==> src/rtl/washer_phase_timer.sv <==
// Per-phase countdown timer: loads a frequency-scaled phase duration on start,
// counts it down with pause/abort support and pulses done on completion.
//
//   state  | meaning
//   S_IDLE | no phase timing; start is accepted here
//   S_RUN  | counting down one tick per clock
//   S_HOLD | paused; remaining is frozen
module washer_phase_timer #(
    parameter int unsigned CNT_W       = 32,
    parameter logic [63:0] FILL_TICKS  = 64'd120000000,
    parameter logic [63:0] WASH_TICKS  = 64'd300000000,
    parameter logic [63:0] RINSE_TICKS = 64'd120000000,
    parameter logic [63:0] SPIN_TICKS  = 64'd60000000
) (
    input  logic             i_clk,
    input  logic             i_rst_n,
    input  logic [3:0]       i_clock_frequency,
    input  logic [2:0]       i_phase,
    input  logic             i_start,
    input  logic             i_pause,
    input  logic             i_abort,
    output logic             o_busy,
    output logic             o_paused,
    output logic             o_done,
    output logic             o_cfg_err,
    output logic [2:0]       o_active_phase,
    output logic [CNT_W-1:0] o_remaining
);

    typedef enum logic [1:0] {
        S_IDLE,
        S_RUN,
        S_HOLD
    } state_t;

    // Wide enough that any 64-bit base shifted by up to 3 cannot hide an overflow
    // for the counter widths this block is used with.
    localparam logic [63:0] MAX_CNT = (64'd1 << CNT_W) - 64'd1;

    state_t           r_state;
    state_t           w_state_nxt;
    logic             r_busy;
    logic             r_paused;
    logic             r_done;
    logic             r_cfg_err;
    logic [2:0]       r_active_phase;
    logic [CNT_W-1:0] r_remaining;

    logic             w_busy_nxt;
    logic             w_paused_nxt;
    logic             w_done_nxt;
    logic             w_cfg_err_nxt;
    logic [2:0]       w_phase_nxt;
    logic [CNT_W-1:0] w_remaining_nxt;

    logic [63:0]      w_base;
    logic             w_phase_ok;
    logic [1:0]       w_shift;
    logic             w_freq_ok;
    logic [63:0]      w_scaled;
    logic [CNT_W-1:0] w_load;

    always_comb begin
        w_base     = '0;
        w_phase_ok = 1'b1;
        case (i_phase)
            3'b001:  w_base = FILL_TICKS;
            3'b010:  w_base = WASH_TICKS;
            3'b011:  w_base = RINSE_TICKS;
            3'b100:  w_base = SPIN_TICKS;
            default: w_phase_ok = 1'b0;
        endcase
    end

    always_comb begin
        w_shift   = 2'd0;
        w_freq_ok = 1'b1;
        case (i_clock_frequency)
            4'b0001: w_shift = 2'd0;
            4'b0010: w_shift = 2'd1;
            4'b0100: w_shift = 2'd2;
            4'b1000: w_shift = 2'd3;
            default: w_freq_ok = 1'b0;
        endcase
    end

    assign w_scaled = w_base << w_shift;
    assign w_load   = (w_scaled > MAX_CNT) ? '1 : w_scaled[CNT_W-1:0];

    always_comb begin
        w_state_nxt     = r_state;
        w_busy_nxt      = r_busy;
        w_paused_nxt    = r_paused;
        w_done_nxt      = 1'b0;
        w_cfg_err_nxt   = 1'b0;
        w_phase_nxt     = r_active_phase;
        w_remaining_nxt = r_remaining;

        if (i_abort) begin
            w_state_nxt     = S_IDLE;
            w_busy_nxt      = 1'b0;
            w_paused_nxt    = 1'b0;
            w_phase_nxt     = 3'b000;
            w_remaining_nxt = '0;
        end else begin
            case (r_state)
                S_IDLE: begin
                    if (i_start) begin
                        if (w_phase_ok && w_freq_ok) begin
                            w_remaining_nxt = w_load;
                            w_phase_nxt     = i_phase;
                            w_busy_nxt      = 1'b1;
                            w_paused_nxt    = i_pause;
                            w_state_nxt     = i_pause ? S_HOLD : S_RUN;
                        end else begin
                            w_cfg_err_nxt = 1'b1;
                        end
                    end
                end
                S_RUN, S_HOLD: begin
                    if (i_pause) begin
                        w_state_nxt  = S_HOLD;
                        w_paused_nxt = 1'b1;
                    end else if (r_remaining <= CNT_W'(1)) begin
                        // Also covers a zero-length phase, which finishes on the first edge.
                        w_state_nxt     = S_IDLE;
                        w_remaining_nxt = '0;
                        w_done_nxt      = 1'b1;
                        w_busy_nxt      = 1'b0;
                        w_paused_nxt    = 1'b0;
                        w_phase_nxt     = 3'b000;
                    end else begin
                        w_state_nxt     = S_RUN;
                        w_paused_nxt    = 1'b0;
                        w_remaining_nxt = r_remaining - CNT_W'(1);
                    end
                end
                default: begin
                    w_state_nxt     = S_IDLE;
                    w_busy_nxt      = 1'b0;
                    w_paused_nxt    = 1'b0;
                    w_phase_nxt     = 3'b000;
                    w_remaining_nxt = '0;
                end
            endcase
        end
    end

    always_ff @(posedge i_clk) begin
        if (!i_rst_n) begin
            r_state        <= S_IDLE;
            r_busy         <= 1'b0;
            r_paused       <= 1'b0;
            r_done         <= 1'b0;
            r_cfg_err      <= 1'b0;
            r_active_phase <= 3'b000;
            r_remaining    <= '0;
        end else begin
            r_state        <= w_state_nxt;
            r_busy         <= w_busy_nxt;
            r_paused       <= w_paused_nxt;
            r_done         <= w_done_nxt;
            r_cfg_err      <= w_cfg_err_nxt;
            r_active_phase <= w_phase_nxt;
            r_remaining    <= w_remaining_nxt;
        end
    end

    assign o_busy         = r_busy;
    assign o_paused       = r_paused;
    assign o_done         = r_done;
    assign o_cfg_err      = r_cfg_err;
    assign o_active_phase = r_active_phase;
    assign o_remaining    = r_remaining;

endmodule
==> config.mk <==
export PLATFORM = sky130hd
export DESIGN_NAME = washer_phase_timer
export DESIGN_NICKNAME = d
export VERILOG_FILES = /design/src/rtl/washer_phase_timer.sv
export SDC_FILE = /design/constraint.sdc
export NUM_CORES = 1
export LEC_CHECK = 0
export ABC_AREA = 1
export ABC_CLOCK_PERIOD_IN_PS = 4700
export CORE_ASPECT_RATIO = 0.9
export CORE_UTILIZATION = 26
export CTS_BUF_LIST = sky130_fd_sc_hd__clkbuf_8
export CTS_CLUSTER_DIAMETER = 120
export CTS_CLUSTER_SIZE = 12
export DETAILED_ROUTE_END_ITERATION = 8
export DONT_BUFFER_PORTS = 1
export GPL_TIMING_DRIVEN = 0
export PLACE_DENSITY_LB_ADDON = 0.05
export RECOVER_POWER = 25
export SYNTH_ARGS = -nofsm -noshare
export SYNTH_HDL_FRONTEND = slang
export SYNTH_SLANG_ARGS = --single-unit
==> constraint.sdc <==
create_clock -name i_clk -period 4.7 [get_ports i_clk]
set_input_delay 0.47 -clock i_clk [delete_from_list [all_inputs] [get_ports i_clk]]
set_output_delay 0.47 -clock i_clk [all_outputs]
set_load 0.01 [all_outputs]
==> flow_metrics.env <==
export IMPL_internal_power_uw=654
export IMPL_critPathLaunchType="flip-flop"
export IMPL_final_max_slew_viol_count=0
export IMPL_synth_flop_cell="dfxtp_1"
export IMPL_max_freq_mhz=411
export IMPL_maxSlewHeadroom_pct=47.4
export IMPL_wl_per_cell_um=15.9
export IMPL_cp_required_ns=4.87
export IMPL_cap_violations=0
export IMPL_worstPathMaxFanout=9
export IMPL_yosys_warnings=0
export IMPL_reg2reg_slack_ns=2.27
export IMPL_drt_met1_wl_um=5360
export IMPL_p_per_area_nw_per_um2=282
export IMPL_die_area_um2=12700
export IMPL_grtUsageTotal_pct=18.2
export IMPL_initial_utilization_pct=26.5
export IMPL_area_growth_pct=10.5
export IMPL_grt_max_degree=14
export IMPL_fin_crit_sh_pct=51.7
export IMPL_p_total_uw=993
export IMPL_yosysSeqAreaShare_pct=25.7
export IMPL_post_cts_setup_buffers=0
export IMPL_place_congestion=0.805
export IMPL_mostFrequentLayoutCells="nand2_1 (170), nor2_1 (79), inv_1 (52)"
export IMPL_fin_worst_skew_ns=0.00680
export IMPL_drc=0
export IMPL_cts_buffers=5
export IMPL_synth_edf_count=0
export IMPL_syn_area_per_cell_um2=6.03
export IMPL_drtAntennaViolNets=0
export IMPL_crit_slowest_cell="o21ai_1"
export IMPL_port_buffer_count=0
export IMPL_min_period_ns=2.43
export IMPL_vdd_drop_max_mv=0.160
export IMPL_clk_insertion_delay_late_ns=0.31
export IMPL_synth_cells=529
export IMPL_holdCritPathClass="in2reg"
export IMPL_io_pins=51
export IMPL_rsz0062_at_grt="no"
export IMPL_path_buf_inv=0
export IMPL_synth_area_um2=3190
export IMPL_clockPowerShare_pct=35.4
export IMPL_ys_types=35
export IMPL_grt_pass1_vias=3162
export IMPL_path_clk_slew_ns=0.09
export IMPL_critPathArrivalTime_ns=2.60
export IMPL_cp_end_kind="flip-flop"
export IMPL_met2_length_um=5010
export IMPL_drive_above_1_share_pct=13.2
export IMPL_num_vias=3262
export IMPL_grt_ovfl_total=0
export IMPL_wl_met3_um=639
export IMPL_switching_share_pct=34.1
export IMPL_grt_pass1_wl_um=17500
export IMPL_clock_tree_buffer_depth=2
export IMPL_diodes=0
export IMPL_postLayoutCoreUtil_pct=29.3
export IMPL_antenna_found_initial=0
export IMPL_top_layer="met4"
export IMPL_cts_max_level=2
export IMPL_crit_top_cell="nand2_1"
export IMPL_power_switching_uw=339
export IMPL_core_area_um2=12000
export IMPL_fin_ws_ns=2.27
export IMPL_tritoncts="yes"
export IMPL_tightest_slew_ns=0.784
export IMPL_crit_chain="nor2_1 > nand2_1 > nor2_2 > nand3_1 > o21ai_1 > nand2_1 > nand2_1 > a21oi_1"
export IMPL_ys_ff_latch=41
export IMPL_tns_ns=0
export IMPL_fp_row_count=38
export IMPL_nets=552
export IMPL_pre_cts_slack_ns=2.24
export IMPL_wl_um=11100
export IMPL_first_iter_violations=153
export IMPL_power_leakage_uw=0.00165
export IMPL_critical_path_class="reg2reg"
export IMPL_cp_top_family="simple AND/OR/NAND/NOR gates"
export IMPL_synthesis_nets=545
export IMPL_cts_sinks=41
export IMPL_post_cts_resized=0
export IMPL_die_width_um=119
export IMPL_post_dp_hpwl_um=8770
export IMPL_postCtsHoldBufs=0
export IMPL_final_common_cell="nand2_1"
export IMPL_ys_async_sr_fraction_pct=0
export IMPL_combPwrFrac_pct=27.9
export IMPL_fill_cells=1392
export IMPL_die_h_um=107
export IMPL_firstDrtPassIters=4
export IMPL_hold_viol=0
export IMPL_p_seq_share_pct=36.8
export IMPL_outcome="finished, final reports clean"
export IMPL_vias_per_cell=4.68
export IMPL_max_stage_delay_ns=0.64
export IMPL_finalSetupViolations=0
export IMPL_cts_root_buffer="clkbuf_8"
[registers in the layout, indices dropped and copies added (netlist names)]
name            count
o_active_phase      3
o_busy              1
o_cfg_err           1
o_done              1
o_paused            1
o_remaining        32
r_state             2
[per-stage QoR]
stage	std cells	area, um^2	hold WS [ns]
final	697	3520	0.314
after global routing	697	3520	0.315
after detailed placement	689	3390	0.480
after CTS	697	3520	0.308
after global placement	689	3390	0.475
after floorplan	529	3190	0.460
[kinds of logic after synthesis]
family / count (synthesis) / synth area share, %
DFF: 41 / 25.7
AOI/OAI and AO/OA: 74 / 14.8
and+or+nand+nor: 335 / 45.8
adders and majority gates: 4 / 1.57
xor gates and xnor gates: 8 / 2.20
buffers and inverters: 67 / 9.92
[synthesized netlist by cell type (4+ instances only)]
cell type	instances	area [um^2]
nand2_2	20	125
nand2_1	170	638
a21oi_1	18	90.1
o21ai_0	25	125
nor2_2	4	25.0
dfxtp_1	41	821
inv_1	52	195
nand4_1	4	25.0
buf_2	4	20.0
nor2_1	79	297
a21oi_2	20	175
ha_1	4	50.1
nand3_1	44	220
xor2_1	6	52.6
o21bai_1	7	52.6
[metal layers]
layer | track usage (%) | up-vias
met2 | 29.3 | 66
li1 | - | 1695
met3 | 4.73 | 4
met5 | 0 | -
met4 | 4.61 | 0
met1 | 24.1 | 1497
[power by group through the flow]
stage,Clock (uW),Sequential [uW],Combinational (uW)
2_1_floorplan,0,370,213
3_3_place_gp,0,374,279
3_5_place_dp,0,374,278
4_1_cts,367,366,279
5_1_grt,383,367,318
6_report,351,365,277
[worst reg2reg max path: cells and delay by family (launching register included)]
family / cells / cell delay [ns]
compound gates: 2 / 0.70
flops: 1 / 0.41
simple gates: 6 / 1.20
[worst paths after layout]
path / start / endpoint / depth (start not counted)
hold reg to reg: r_state[1] / r_state[1] / 2
setup / recovery: o_remaining[8] / o_active_phase[2] / 8
setup reg to reg: o_remaining[8] / o_active_phase[2] / 8
hold / removal: i_start / o_cfg_err / 2
[layout make-up]
cell class | instances | area [um^2] | area share [%]
buffer | 13 | 114 | 3.23
clock buffer | 5 | 68.8 | 1.95
clock inverter | 3 | 65.1 | 1.85
inverter | 54 | 203 | 5.75
multi-input combinational | 421 | 2050 | 58.3
sequential | 41 | 821 | 23.3
tap | 160 | 200 | 5.68
(Power assumes the default switching activity.)
==> edit 1: new RTL, same flow settings <==
`CNT_W`: 32 -> 31.
--- a/src/rtl/washer_phase_timer.sv
+++ b/src/rtl/washer_phase_timer.sv
@@ -7,5 +7,5 @@
 //   S_HOLD | paused; remaining is frozen
 module washer_phase_timer #(
-    parameter int unsigned CNT_W       = 32,
+    parameter int unsigned CNT_W       = 31,
     parameter logic [63:0] FILL_TICKS  = 64'd120000000,
     parameter logic [63:0] WASH_TICKS  = 64'd300000000,
Ports: changed (resized o_remaining); port bits go from 51 to 50. No check against the original RTL was run, so the function may have changed too.
==> edit 1 against the unedited design <==
Utilization grew 0.20 points. Wire length fell by 4.2%. Sequential cell count down 1. Sequential share of layout area increased by 0.45 points. Final area shrank 4.3%. Area after synthesis down 4.2%. Worst hold slack got worse by 12 ps. Critical path depth rose by 3. Total power down 18%. Clock skew up 4.9 ps. Setup slack gained 330 ps. Via count fell by 0.86%. Largest power group unchanged. Highest routed layer unchanged.
==> edit 1: results (changes against the unedited design) <==
{
  "clock-skew-final": {"value": 11.7, "unit": "ps", "change": "was 6.80 ps"},
  "synth_fa_ha_area_share": {"value": 1.64, "unit": "%", "change": "was 1.57%"},
  "count_of_inverters_other_than_clock_inverters_in_the_layout": {"value": 55, "change": "was 54"},
  "grt.met2_usage": {"value": 27.9, "unit": "%", "change": "was 29.3%"},
  "drive_above_1_share": {"value": 5.52, "unit": "%", "change": "was 13.2%"},
  "gr-usage-met3": {"value": 4.93, "unit": "%", "change": "was 4.73%"},
  "detail_route.vias_per_cell": {"value": 4.63, "change": "was 4.68"},
  "grt_pass1_vias": {"value": 3091, "change": "was 3162"},
  "groute.layer.met1.usage": {"value": 25.8, "unit": "%", "change": "was 24.1%"},
  "delay_contributed_by_the_slowest_stage_of_the_critical_path": {"value": 410, "unit": "ps", "change": "was 640 ps"},
  "die_area": {"value": 12200, "unit": "um^2", "change": "was 12700 um^2"},
  "netlist-cell-type-count": {"value": 27, "change": "was 35"},
  "wl_met3": {"value": 618, "unit": "um", "change": "was 639 um"},
  "reg2reg_slack": {"value": 2600, "unit": "ps", "change": "was 2270 ps"},
  "numSequentialCells": {"value": 40, "change": "was 41"},
  "multi_input_area_share": {"value": 58.2, "unit": "%", "change": "was 58.3%"},
  "synth-compound-area-share": {"value": 10.9, "unit": "%", "change": "was 14.8%"},
  "critical-path-slowest-cell": {"value": "sky130_fd_sc_hd__dfxtp_1", "change": "was sky130_fd_sc_hd__o21ai_1"},
  "via_count": {"value": 3234, "change": "was 3262"},
  "met2_length": {"value": 4580, "unit": "um", "change": "was 5010 um"},
  "status": {"value": "complete, no violations", "change": "unchanged"},
  "crit_path_end": {"value": "o_remaining[11]$_SDFFE_PP0P_", "change": "was o_active_phase[2]$_SDFFE_PP0P_"},
  "route.detailed.wl_per_inst": {"value": 15.2, "unit": "um", "change": "was 15.9 um"},
  "path_max_fanout": {"value": 10, "change": "was 9"},
  "layout.clock.cell_area_share": {"value": 3.60, "unit": "%", "change": "was 3.80%"},
  "largest_register_ffs": {"value": 31, "change": "was 32"},
  "grt_pass1_wl": {"value": 16900, "unit": "um", "change": "was 17500 um"},
  "worstHoldEndpoint": {"value": "o_active_phase[0]$_SDFFE_PP0P_", "change": "was o_cfg_err$_SDFF_PP0_"},
  "overall_global_routing_usage": {"value": 18.3, "unit": "%", "change": "was 18.2%"},
  "min_from": {"value": "i_phase[0]", "change": "was i_start"},
  "synth_fp_nets": {"value": 551, "change": "was 545"}
}
edit 1: changes by cell type after synthesis, moves of 4 or more:
| cell | before | now |
|---|---|---|
| sky130_fd_sc_hd__nor3_1 | 1 | 6 |
| sky130_fd_sc_hd__nand2_1 | 170 | 205 |
| sky130_fd_sc_hd__o21bai_1 | 7 | 1 |
| sky130_fd_sc_hd__nand3_1 | 44 | 31 |
| sky130_fd_sc_hd__a21oi_1 | 18 | 40 |
| sky130_fd_sc_hd__a21oi_2 | 20 | 0 |
| sky130_fd_sc_hd__xor2_1 | 6 | 15 |
| sky130_fd_sc_hd__nand2_2 | 20 | 4 |
| sky130_fd_sc_hd__xnor2_1 | 2 | 7 |
| sky130_fd_sc_hd__nand4_1 | 4 | 8 |
edit 1: power by group through the flow:
stage	clock (mW)	sequential [mW]	combinational, mW
detailed placement	0	0.355	0.151
floorplan	0	0.354	0.111
global placement	0	0.355	0.152
finish	0.313	0.347	0.151
CTS	0.324	0.348	0.152
global route	0.337	0.348	0.172
==> edit 2: new RTL, same flow settings <==
Made on the original files. Register the output `o_remaining` once more, cleared by the reset; this adds one clock of latency there. The other outputs are not delayed to match.
--- a/src/rtl/washer_phase_timer.sv
+++ b/src/rtl/washer_phase_timer.sv
@@ -172,5 +172,11 @@
     assign o_cfg_err      = r_cfg_err;
     assign o_active_phase = r_active_phase;
-    assign o_remaining    = r_remaining;
+    always_ff @(posedge i_clk) begin
+        if (!i_rst_n) begin
+            o_remaining <= '0;
+        end else begin
+            o_remaining <= r_remaining;
+        end
+    end
 
 endmodule
Check against the original RTL: not equivalent (a bounded check fails within 4 cycles, from zero or initial values and one cycle with i_rst_n low).
==> edit 2 against the unedited design <==
Worst hold slack lost 130 ps. Fmax grew 9.7%. Total power grew 48%. Clock power grew 56%. Largest power group unchanged. Sequential cell count grew 32. Utilization grew 0.88 points. Final cell count grew 15%. Final area grew 22%. Area after synthesis grew 21%. Sequential share of layout area grew 11 points. Wire length grew 6.8%. Critical path type unchanged. Setup slack gained 210 ps.
==> edit 2: results (changes against the unedited design) <==
{
  "status": {"value": "complete, no violations", "change": "unchanged"},
  "place.detailed.instances": {"value": 786, "change": "was 689"},
  "reg2reg_slack": {"value": 2480, "unit": "ps", "change": "was 2270 ps"},
  "buffer_area_share": {"value": 2.30, "unit": "%", "change": "was 3.23%"},
  "synth_fp_nets": {"value": 609, "change": "was 545"},
  "synth.cells.most_frequent": {"value": "sky130_fd_sc_hd__nand2_1 (213), sky130_fd_sc_hd__dfxtp_1 (73), sky130_fd_sc_hd__inv_1 (67)", "change": "was sky130_fd_sc_hd__nand2_1 (170), sky130_fd_sc_hd__nor2_1 (79), sky130_fd_sc_hd__inv_1 (52)"},
  "syn-instance-count": {"value": 593, "change": "was 529"},
  "drive_above_1_share": {"value": 6.74, "unit": "%", "change": "was 13.2%"},
  "placed_cell_area": {"value": 4090, "unit": "um^2", "change": "was 3390 um^2"},
  "taps": {"value": 193, "change": "was 160"},
  "grt_pass1_vias": {"value": 3348, "change": "was 3162"},
  "worstHoldEndpoint": {"value": "o_done$_SDFF_PP0_", "change": "was o_cfg_err$_SDFF_PP0_"},
  "slew_headroom": {"value": 54.8, "unit": "%", "change": "was 47.4%"},
  "detailed_place_hpwl": {"value": 9020, "unit": "um", "change": "was 8770 um"},
  "detail_route.vias_per_cell": {"value": 4.41, "change": "was 4.68"},
  "num-clock-buffers": {"value": 10, "change": "was 5"},
  "cts_htree_levels": {"value": 3, "change": "was 2"},
  "multi_input_area_share": {"value": 47.0, "unit": "%", "change": "was 58.3%"},
  "detailed_route_iter0_violations": {"value": 231, "change": "was 153"},
  "path_max_fanout": {"value": 10, "change": "was 9"},
  "post-route-period-util": {"value": 47.2, "unit": "%", "change": "was 51.7%"},
  "hold-path-cell-count": {"value": 1, "change": "was 2"},
  "num-fill-cells": {"value": 1637, "change": "was 1392"},
  "synth-compound-area-share": {"value": 9.58, "unit": "%", "change": "was 14.8%"},
  "clock-skew-final": {"value": 13.2, "unit": "ps", "change": "was 6.80 ps"},
  "wl_met3": {"value": 559, "unit": "um", "change": "was 639 um"},
  "count_of_inverters_other_than_clock_inverters_in_the_layout": {"value": 72, "change": "was 54"},
  "n_all_buffers": {"value": 17, "change": "was 13"},
  "grt_start_max_net_pins": {"value": 12, "change": "was 14"},
  "synth.ff_latch_count": {"value": 73, "change": "was 41"}
}
[edit 2: cell types whose count changed in the layout (fill, tap and decap cells not counted), moves of 7 or more]
cell / change
sky130_fd_sc_hd__inv_1: +17
sky130_fd_sc_hd__clkbuf_1: +7
sky130_fd_sc_hd__xnor2_1: +7
sky130_fd_sc_hd__nor2_1: -13
sky130_fd_sc_hd__a21oi_1: +18
sky130_fd_sc_hd__nand2_1: +43
sky130_fd_sc_hd__nand2_2: -17
sky130_fd_sc_hd__o21ai_0: -12
sky130_fd_sc_hd__dfxtp_1: +32
sky130_fd_sc_hd__a21oi_2: -19
[edit 2: power groups by stage]
stage / clock, mW / sequential [mW] / combinational (mW)
after floorplan: 0 / 0.648 / 0.216
after global placement: 0 / 0.651 / 0.287
after detailed placement: 0 / 0.651 / 0.286
after CTS: 0.575 / 0.636 / 0.287
after global routing: 0.595 / 0.638 / 0.323
final: 0.548 / 0.637 / 0.286
